$ cat config.mk
export PLATFORM = sky130hd
export DESIGN_NAME = rf_wb_queue
export DESIGN_NICKNAME = d
export VERILOG_FILES = /design/src/rtl/rf_pkg.sv /design/src/rtl/wb_fifo.sv /design/src/rtl/rf_wb_queue.sv
export SDC_FILE = /design/constraint.sdc
export NUM_CORES = 1
export LEC_CHECK = 0
export CORE_ASPECT_RATIO = 0.7
export CORE_MARGIN = 8
export CORE_UTILIZATION = 35
export DETAILED_ROUTE_END_ITERATION = 12
export PLACE_DENSITY_LB_ADDON = 0.2
export SYNTH_ARGS = -nofsm -noshare
export SYNTH_HDL_FRONTEND = slang
export SYNTH_HIERARCHICAL = 1
export SYNTH_SLANG_ARGS = --single-unit
$ cat constraint.sdc
create_clock -name clk -period 3.9 [get_ports clk]
set_clock_uncertainty 0.1 [all_clocks]
set_input_delay 0.78 -clock clk [delete_from_list [all_inputs] [get_ports clk]]
set_output_delay 0.78 -clock clk [all_outputs]
set_load 0.02 [all_outputs]
$ cat src/rtl/rf_pkg.sv
// Shared types for the rf_32 write-back queue (rf_wb_queue).
// Optional read-side forwarding is enabled by defining RF_WB_BYPASS_EN.
package rf_pkg;

    localparam int ADDR_W = 5;
    localparam int DATA_W = 32;

    localparam logic [ADDR_W-1:0] ZERO_REG = '0;

    typedef struct packed {
        logic [ADDR_W-1:0] rd;
        logic [DATA_W-1:0] data;
    } wb_entry_t;

endpackage

$ cat src/rtl/wb_fifo.sv
// Dual-push / single-pop circular buffer of register writes.
// Entries are presented oldest-first so callers can rank matches by age.
module wb_fifo
    import rf_pkg::*;
#(
    parameter int DEPTH = 4
) (
    input  logic                       clk,
    input  logic                       rst,
    input  logic                       push_a,
    input  wb_entry_t                  entry_a,
    input  logic                       push_b,
    input  wb_entry_t                  entry_b,
    input  logic                       pop,
    output wb_entry_t                  entries [DEPTH],
    output logic [DEPTH-1:0]           valid,
    output logic [$clog2(DEPTH):0]     count
);

    localparam int PTR_W = $clog2(DEPTH);
    localparam int CNT_W = $clog2(DEPTH) + 1;

    logic [PTR_W-1:0] rd_ptr;
    logic [PTR_W-1:0] wr_ptr;
    logic [PTR_W-1:0] wr_ptr_b;
    wb_entry_t        mem [DEPTH];

    // A lone load request takes the first free slot, so it never leaves a hole.
    assign wr_ptr_b = push_a ? wr_ptr + PTR_W'(1) : wr_ptr;

    always_ff @(posedge clk) begin
        if (push_a) mem[wr_ptr] <= entry_a;
        if (push_b) mem[wr_ptr_b] <= entry_b;
    end

    always_ff @(posedge clk) begin
        if (rst) begin
            rd_ptr <= '0;
            wr_ptr <= '0;
            count  <= '0;
        end else begin
            wr_ptr <= wr_ptr + PTR_W'(push_a) + PTR_W'(push_b);
            rd_ptr <= rd_ptr + PTR_W'(pop);
            count  <= count + CNT_W'(push_a) + CNT_W'(push_b) - CNT_W'(pop);
        end
    end

    always_comb begin
        for (int i = 0; i < DEPTH; i++) begin
            entries[i] = mem[rd_ptr + PTR_W'(i)];
            valid[i]   = (CNT_W'(i) < count);
        end
    end

endmodule

$ cat src/rtl/rf_wb_queue.sv
// Write-back queue in front of rf_32's single write port, with read-side hazard/forwarding.
// Define RF_WB_BYPASS_EN to forward queued data instead of raising hazard.
module rf_wb_queue #(
    parameter int DEPTH  = 4,
    parameter int DATA_W = 32,
    parameter int ADDR_W = 5
) (
    input  logic                    clk,
    input  logic                    rst,
    input  logic                    alu_valid,
    input  logic [ADDR_W-1:0]       alu_rd,
    input  logic [DATA_W-1:0]       alu_data,
    input  logic                    ld_valid,
    input  logic [ADDR_W-1:0]       ld_rd,
    input  logic [DATA_W-1:0]       ld_data,
    output logic                    in_ready,
    output logic [ADDR_W-1:0]       rf_rd,
    output logic [DATA_W-1:0]       rf_write_data,
    output logic                    rf_we,
    input  logic [ADDR_W-1:0]       rs,
    input  logic [ADDR_W-1:0]       rt,
    input  logic [DATA_W-1:0]       rf_out_a,
    input  logic [DATA_W-1:0]       rf_out_b,
    output logic [DATA_W-1:0]       out_a,
    output logic [DATA_W-1:0]       out_b,
    output logic                    hazard,
    output logic                    overflow,
    output logic [$clog2(DEPTH):0]  count
);

    import rf_pkg::*;

    localparam int CNT_W = $clog2(DEPTH) + 1;

    logic             alu_take;
    logic             ld_take;
    logic             push_a;
    logic             push_b;
    wb_entry_t        entry_a;
    wb_entry_t        entry_b;
    wb_entry_t        entries [DEPTH];
    logic [DEPTH-1:0] valid;
    logic             hit_a;
    logic             hit_b;

    assign alu_take = alu_valid && (alu_rd != ZERO_REG);
    assign ld_take  = ld_valid && (ld_rd != ZERO_REG);
    assign in_ready = (count <= CNT_W'(DEPTH - 2));
    assign push_a   = alu_take && in_ready;
    assign push_b   = ld_take && in_ready;
    assign entry_a  = '{rd: alu_rd, data: alu_data};
    assign entry_b  = '{rd: ld_rd, data: ld_data};

    wb_fifo #(.DEPTH(DEPTH)) u_fifo (
        .clk     (clk),
        .rst     (rst),
        .push_a  (push_a),
        .entry_a (entry_a),
        .push_b  (push_b),
        .entry_b (entry_b),
        .pop     (rf_we),
        .entries (entries),
        .valid   (valid),
        .count   (count)
    );

    // Held low during reset so the head is neither written nor popped at the reset edge.
    assign rf_we         = (count != '0) && !rst;
    assign rf_rd         = rf_we ? entries[0].rd : '0;
    assign rf_write_data = rf_we ? entries[0].data : '0;

    always_ff @(posedge clk) begin
        if (rst) begin
            overflow <= 1'b0;
        end else if ((alu_take || ld_take) && !in_ready) begin
            overflow <= 1'b1;
        end
    end

    // Entries are oldest-first, so the last match in the scan is the youngest.
    always_comb begin
        out_a  = rf_out_a;
        out_b  = rf_out_b;
        hit_a  = 1'b0;
        hit_b  = 1'b0;
        hazard = 1'b0;
        for (int i = 0; i < DEPTH; i++) begin
            if (valid[i] && entries[i].rd == rs) begin
                hit_a = 1'b1;
`ifdef RF_WB_BYPASS_EN
                out_a = entries[i].data;
`endif
            end
            if (valid[i] && entries[i].rd == rt) begin
                hit_b = 1'b1;
`ifdef RF_WB_BYPASS_EN
                out_b = entries[i].data;
`endif
            end
        end
`ifndef RF_WB_BYPASS_EN
        hazard = (hit_a && rs != ZERO_REG) || (hit_b && rt != ZERO_REG);
`else
        hazard = 1'b0;
`endif
        if (rs == ZERO_REG) out_a = '0;
        if (rt == ZERO_REG) out_b = '0;
    end

endmodule
# Yosys cells after proc, flatten, opt, wreduce, memory -nomap -nowiden
# Memories as Yosys holds them, arrays and structs flattened. A register that Yosys moved wholly into a read port is not among the register bits.
# Cells that the tools add are included.
# Widths: inputs -> output; s select.
dict set report classes {
  addsub 10
  magnitude_cmp 5
  n_eq_ne 8
  mux 18
  n_reduce_logical 27
}
# operator count
set op_table {}
lappend op_table {{$mux 32} 3}
lappend op_table {{$eq 5x5->1} 8}
lappend op_table {{$reduce_bool 5->1} 4}
lappend op_table {{$logic_and 1x1->1} 16}
lappend op_table {{$mux 1} 12}
lappend op_table {{$logic_not 5->1} 2}
lappend op_table {{$add 2x1->2} 3}
lappend op_table {{$add 3x1->3} 2}
lappend op_table {{$lt 1x3->1 const A} 2}
lappend op_table {{$lt 2x3->1 const A} 2}
lappend op_table {{$mux 5} 1}
lappend op_table {{$add 2x1->2 const B} 2}
lappend op_table {{$add 2x2->2 const B} 2}
lappend op_table {{$mux 2} 2}
lappend op_table {{$le 3x2->1 const B} 1}
lappend op_table {{$reduce_bool 3->1} 1}
lappend op_table {{$sub 3x1->3} 1}
lappend op_table {{$logic_not 1->1} 2}
lappend op_table {{$logic_or 1x1->1} 2}
dict set report totals {
  register_bits 8
  ramBits 148
  in_bits 152
  elab_cells 73
  n_memories 1
}
# memory depth width rd rd_ports_with_merged_regs write_ports line_no
set mem_list {}
lappend mem_list {u_fifo.mem 4 37 4 1 2 wb_fifo.sv:26} ;# wb_entry_t mem [DEPTH];

# Logic depth before layout (Yosys ltp)
# An unclocked memory read counts as a cell.
dict set report logic_depth {
  ltp_word 9
  ltp_mapped 11
  mapped_depth_nobuf 10
}

# Cells and area by module
# The synthesis kept the hierarchy.
# module instances cells_each area_per_inst_um2
set by_module_without_submodules {}
lappend by_module_without_submodules {wb_fifo 1 553 10486.3}
lappend by_module_without_submodules {rf_wb_queue 1 198 1348.8}

# Worst setup path after synthesis
# OpenSTA, ideal clock, no wires.
dict set report synth_path {
  kind {input port to flip-flop}
  startpoint {input port alu_rd[0]}
  endpoint {memory u_fifo/mem[2][0] in the netlist's numbering (enable)}
  setup_time_ns 0.393
  arrival_time_ns 3.141
  path_slack_ns 0.266
  path_stages 9
  cell_sequence {or4_1 o21ai_0 nor2_1 buf_4 nand2b_1 o22ai_1 buf_4 buf_6 a21o_1}
}
# element line_no
set synth_rtl {}
lappend synth_rtl {{start: declaration} rf_wb_queue.sv:11} ;# input logic [ADDR_W-1:0] alu_rd,
lappend synth_rtl {{end: declaration} wb_fifo.sv:26}

# Worst setup path after layout
dict set report layout_path {
  startpoint {input port rt[0]}
  endpoint {output port out_b[10]}
}
dict set report layout_between {
  elab_chain_cells 2
}
# element line_no
set layout_rtl {}
lappend layout_rtl {{start: declaration} rf_wb_queue.sv:21} ;# input logic [ADDR_W-1:0] rt,
lappend layout_rtl {{$logic_not 5->1} rf_wb_queue.sv:107} ;# if (rt == ZERO_REG) out_b = '0;
lappend layout_rtl {{$mux 32} rf_wb_queue.sv:107}
lappend layout_rtl {{end: declaration} rf_wb_queue.sv:25} ;# output logic [DATA_W-1:0] out_b,
# Every way passes these cells.

==> results.sh <==
export IMPL_status="complete, no violations"
export IMPL_relSlewSlack_pct=48.6
export IMPL_die_area_um2=33100
export IMPL_ios=260
export IMPL_timing_final_max_slew_violations=0
export IMPL_cts_tree="yes"
export IMPL_area_growth_pct=39.6
export IMPL_root_buffer="clkbuf_16"
export IMPL_synth_avg_cell_area_um2=14.9
export IMPL_worstSetupPathType="primary input to primary output"
export IMPL_crit_fanout=33
export IMPL_fin_ws_ns=0.0989
export IMPL_maxCapViolCount=0
export IMPL_synth_cells=643
export IMPL_hold_viol=0
export IMPL_gp_congestion=0.869
export IMPL_fillers=2292
export IMPL_gr_total_overflow=0
export IMPL_finish_instance_area_um2=13400
export IMPL_hp_class="flop to flop"
export IMPL_worst_slew_pin_slew_ns=0.768
export IMPL_endpoint_kind="primary output"
export IMPL_io_buffers=259
export IMPL_grt_usage_pct=16.7
export IMPL_drive_gt1_share_pct=29.6
export IMPL_initial_core_util_pct=35.8
export IMPL_timing_rr_start="u_fifo/count[0]"
export IMPL_clock_sinks=156
export IMPL_antenna_left=0
export IMPL_hp_start="overflow"
export IMPL_startpoint_type="primary input"
export IMPL_drt_wirelength_per_cell_um=21.7
export IMPL_cp_required_ns=3.02
export IMPL_fin_util_pct=50.0
export IMPL_ff2ff_path_depth=6
export IMPL_cts_hold_buf=0
export IMPL_grt_pass1_vias=6667
export IMPL_core_um2=26800
export IMPL_reg2reg_to="u_fifo/mem[3][24]"
export IMPL_drtIter0Drc=258
export IMPL_crit_arrival_ns=2.92
export IMPL_syn_area_um2=9600
export IMPL_layout_min_cycle_time_ns=3.80
export IMPL_antenna_cells=0
export IMPL_num_vias=6214
export IMPL_hold_depth=2
export IMPL_power_density_nw_per_um2=611
export IMPL_drt_total_wl_mm=28.0
export IMPL_whs_ns=0.414
export IMPL_mostFrequentLayoutCell="clkdlybuf4s50_1"
export IMPL_drc=0
export IMPL_p_leak_uw=0.00474
export IMPL_rsz0062_at_grt="false"
export IMPL_post_dp_cell_area_um2=12800
export IMPL_grt_max_degree=34
export IMPL_nets=1072
export IMPL_clock_latency_ns=0.43
export IMPL_cts_max_level=4
export IMPL_peakVddDrop_mv=0.329
export IMPL_grt_pass1_wl_mm=42.2
export IMPL_mostFrequentLayoutCells="clkdlybuf4s50_1, edfxtp_1, mux2_2"
export IMPL_finalCritPeriodShare_pct=97.5
export IMPL_hpwlAfterDp_mm=20.2
export IMPL_max_freq_mhz=263
export IMPL_die_w_um=214
export IMPL_rrSetupSlack_ns=1.07
export IMPL_clk_path_buf_depth=2
export IMPL_place_ws_ns=-0.0182
export IMPL_worst_hold_path_endpoint="overflow"
export IMPL_antenna_found_initial=0
export IMPL_yosysWarningCount=6
export IMPL_syn_nets=806
export IMPL_rows=50
export IMPL_clkTransAtPathRegs_ns=0.06
export IMPL_firstDrtPassIters=4
export IMPL_chipHeight_um=155
export IMPL_setup_violations=0
export IMPL_cts_inserted_buffers=17
export IMPL_viasPerCell=4.83
[state kept, by name (all words and copies together), names as in the netlist]
signal,cells
u_fifo/wr_ptr,2
u_fifo/mem,148
u_fifo/rd_ptr,2
overflow,1
u_fifo/count,3
[stage by stage]
step / TNS (ns) / cells / power (µW)
6_report: 0 / 1286 / 8190
5_1_grt: 0 / 1286 / 8630
4_1_cts: 0 / 1283 / 8260
3_5_place_dp: -0.0182 / 1249 / 6660
3_3_place_gp: 0 / 1249 / 6650
2_1_floorplan: 0 / 643 / 5170
[final cells by class]
| class | count | area, µm² | area share [%] |
|---|---|---|---|
| clock inverter | 14 | 118 | 0.877 |
| sequential | 156 | 4610 | 34.4 |
| inverter | 11 | 41.3 | 0.308 |
| clock buffer | 18 | 429 | 3.20 |
| tap | 364 | 455 | 3.40 |
| timing repair buffer | 307 | 3160 | 23.6 |
| multi-input combinational | 416 | 4590 | 34.3 |
[routing by layer]
layer | wire length (µm) | vias to the layer above | GRT usage, %
met5 | 0 | - | 0
met4 | 214 | 0 | 3.31
met3 | 1380 | 15 | 4.05
met2 | 13700 | 166 | 27.2
met1 | 12700 | 3096 | 22.5
li1 | - | 2937 | -
[worst max path at each step]
stage / start / end / slack [ns] / depth (start not counted)
finish: rt[0] / out_b[10] / 0.1 / 6
floorplan: alu_rd[0] / u_fifo/mem[2][0] / 0.27 / 9
CTS: u_fifo/rd_ptr[0] / hazard / 0.07 / 7
global placement: rt[1] / hazard / 0.04 / 7
global route: rs[0] / out_a[11] / 0.05 / 6
detailed placement: rt[1] / hazard / -0.02 / 7
[where the power goes]
part           leakage, µW  switching (µW)  internal (µW)
clock network     0.000266             690            877
logic              0.00304            1910           1970
registers          0.00144             204           2530
[critical path, stage by stage]
cell and delay (ns):
clkdlybuf4s50_1 0.55, or4_4 0.60, nor2_4 0.12, buf_12 0.20
nor2b_1 0.06, clkdlybuf4s50_1 0.59
[what timing repair did]
action	CTS	global route
setup endpoints to repair	1	1
endpoints found under the hold margin	0	0
cloned	0	0
gates resized for setup	1	2
buffers inserted	2	3
Power figures use the tool's default switching activity.
==> RTL edit, RTL diff (same flow settings) <==
Set the package constant `ZERO_REG` to 1 (it was '0).
--- a/src/rtl/rf_pkg.sv
+++ b/src/rtl/rf_pkg.sv
@@ -5,7 +5,7 @@
     localparam int ADDR_W = 5;
     localparam int DATA_W = 32;
 
-    localparam logic [ADDR_W-1:0] ZERO_REG = '0;
+    localparam logic [ADDR_W-1:0] ZERO_REG = 1;
 
     typedef struct packed {
         logic [ADDR_W-1:0] rd;
Check against the original RTL: not equivalent (Yosys sat finds a counterexample within 4 cycles, from zero or initial values and one cycle with rst high).
==> RTL edit against the unedited design <==
Combinational power barely moved; first-iteration DRC count up 36%; total power increased by 0.85%; worst hold slack improved by 0.0057 ns; wire length grew 1.4%; area after synthesis is 0.29% higher; final area grew 0.48%; synthesized cell count did not move; worst setup slack improved by 0.096 ns; sequential cell count unchanged; clock power grew 3%; core utilization up 0.13 points.
==> RTL edit: results (changes against the unedited design) <==
first-pass GRT wire length -> 42800 um (+1.4%)
Critical Path Source -> u_fifo/rd_ptr[0]
Least-Margin Pin Slew -> 0.534 ns (-0.234 ns)
metal2 WL -> 13000 um (-4.5%)
number of global-route vias before repair -> 6558 (-1.6%)
VDD IR max -> 0.340 mV (+3.4%)
status -> finished, final reports clean
DP Wirelength -> 20900 um (+3.3%)
R2R depth -> 9 (+3)
total clock buffers created by CTS -> 17 (unchanged)
Critical Path Fanout Max -> 8 (-76%)
ant diodes -> 0 (unchanged)
met1 WL -> 13300 um (+4.8%)
initial antenna violation count -> 2 (+2)
Starting DRT DRC Count -> 352 (+36%)
DR top layer -> met5
ratio of cells with drive above 1 in the final layout -> 0.294 (-0.00204)
nets -> 1075 (+0.28%)
via/cell ratio -> 4.89 (+1.3%)
fillers -> 2325 (+1.4%)
Worst EP arrival -> 2.82 ns (-0.10 ns)
Setup crit end -> hazard
WL/cell -> 22.0 um (+1.2%)
Routability Congestion -> 0.861 (-0.91%)
setup slack after placement -> 0.0365 ns (+0.0547 ns)
DR WL met3 -> 1670 um (+21%)
setup ws final -> 0.195 ns (+0.0965 ns)
Global Route Usage Sum -> 0.169 (+0.00183)
router iterations before antenna repair -> 6 (+2)
Net Count, Synth -> 806 (unchanged)
Reg-to-Reg End -> u_fifo/count[2]
leakage -> 4.77 nW (+0.58%)
# hold bufs at CTS -> 0 (unchanged)
[RTL edit: critical path, stage by stage (launching register included)]
cell           delay, ns
dfxtp_4             0.39
buf_12              0.15
mux4_2              0.56
xor2_1              0.20
nor4_1              0.28
nand3_1             0.13
and4_4              0.20
o22ai_2             0.13
dlygate4sd2_1       0.36
[RTL edit: final cells by class]
class,count,area (um2),area share
well taps,364,455,0.0338
clock buffers,19,433,0.0321
multi-input cells,416,4620,0.343
repair buffers,310,3190,0.237
clock inverters,13,126,0.00938
inverters,11,41.3,0.00306
flip-flops and latches,156,4610,0.342
[RTL edit: timing repair]
| item | CTS | global route |
|---|---|---|
| resized for setup | 2 | 0 |
| setup buffers | 1 | 2 |
| setup endpoints to repair | 1 | 8 |
[RTL edit: worst min-delay path by stage]
stage,end,depth (start not counted)
4_1_cts,overflow,2
3_5_place_dp,overflow,2
2_1_floorplan,u_fifo/rd_ptr[0],2
6_report,overflow,2
3_3_place_gp,overflow,2
5_1_grt,overflow,2
[RTL edit: layer usage]
layer	vias up	global-route usage
met5	-	0
met4	4	0.0345
met3	25	0.0456
met2	195	0.253
met1	3132	0.242
li1	2951	-
[RTL edit: where the power goes]
group / leakage [nW] / internal [mW] / total, mW / switching (mW)
registers: 1.44 / 2.53 / 2.75 / 0.212
clock network: 0.264 / 0.932 / 1.61 / 0.679
logic: 3.07 / 1.99 / 3.90 / 1.92
total: 4.77 / 5.45 / 8.26 / 2.81
[RTL edit: stage by stage]
stage	area, um2	hold WS (ns)	std cells
2_1_floorplan	9630	0.442	643
3_3_place_gp	12900	0.407	1254
3_5_place_dp	12900	0.414	1254
4_1_cts	13400	0.426	1287
5_1_grt	13500	0.449	1289
6_report	13500	0.419	1289
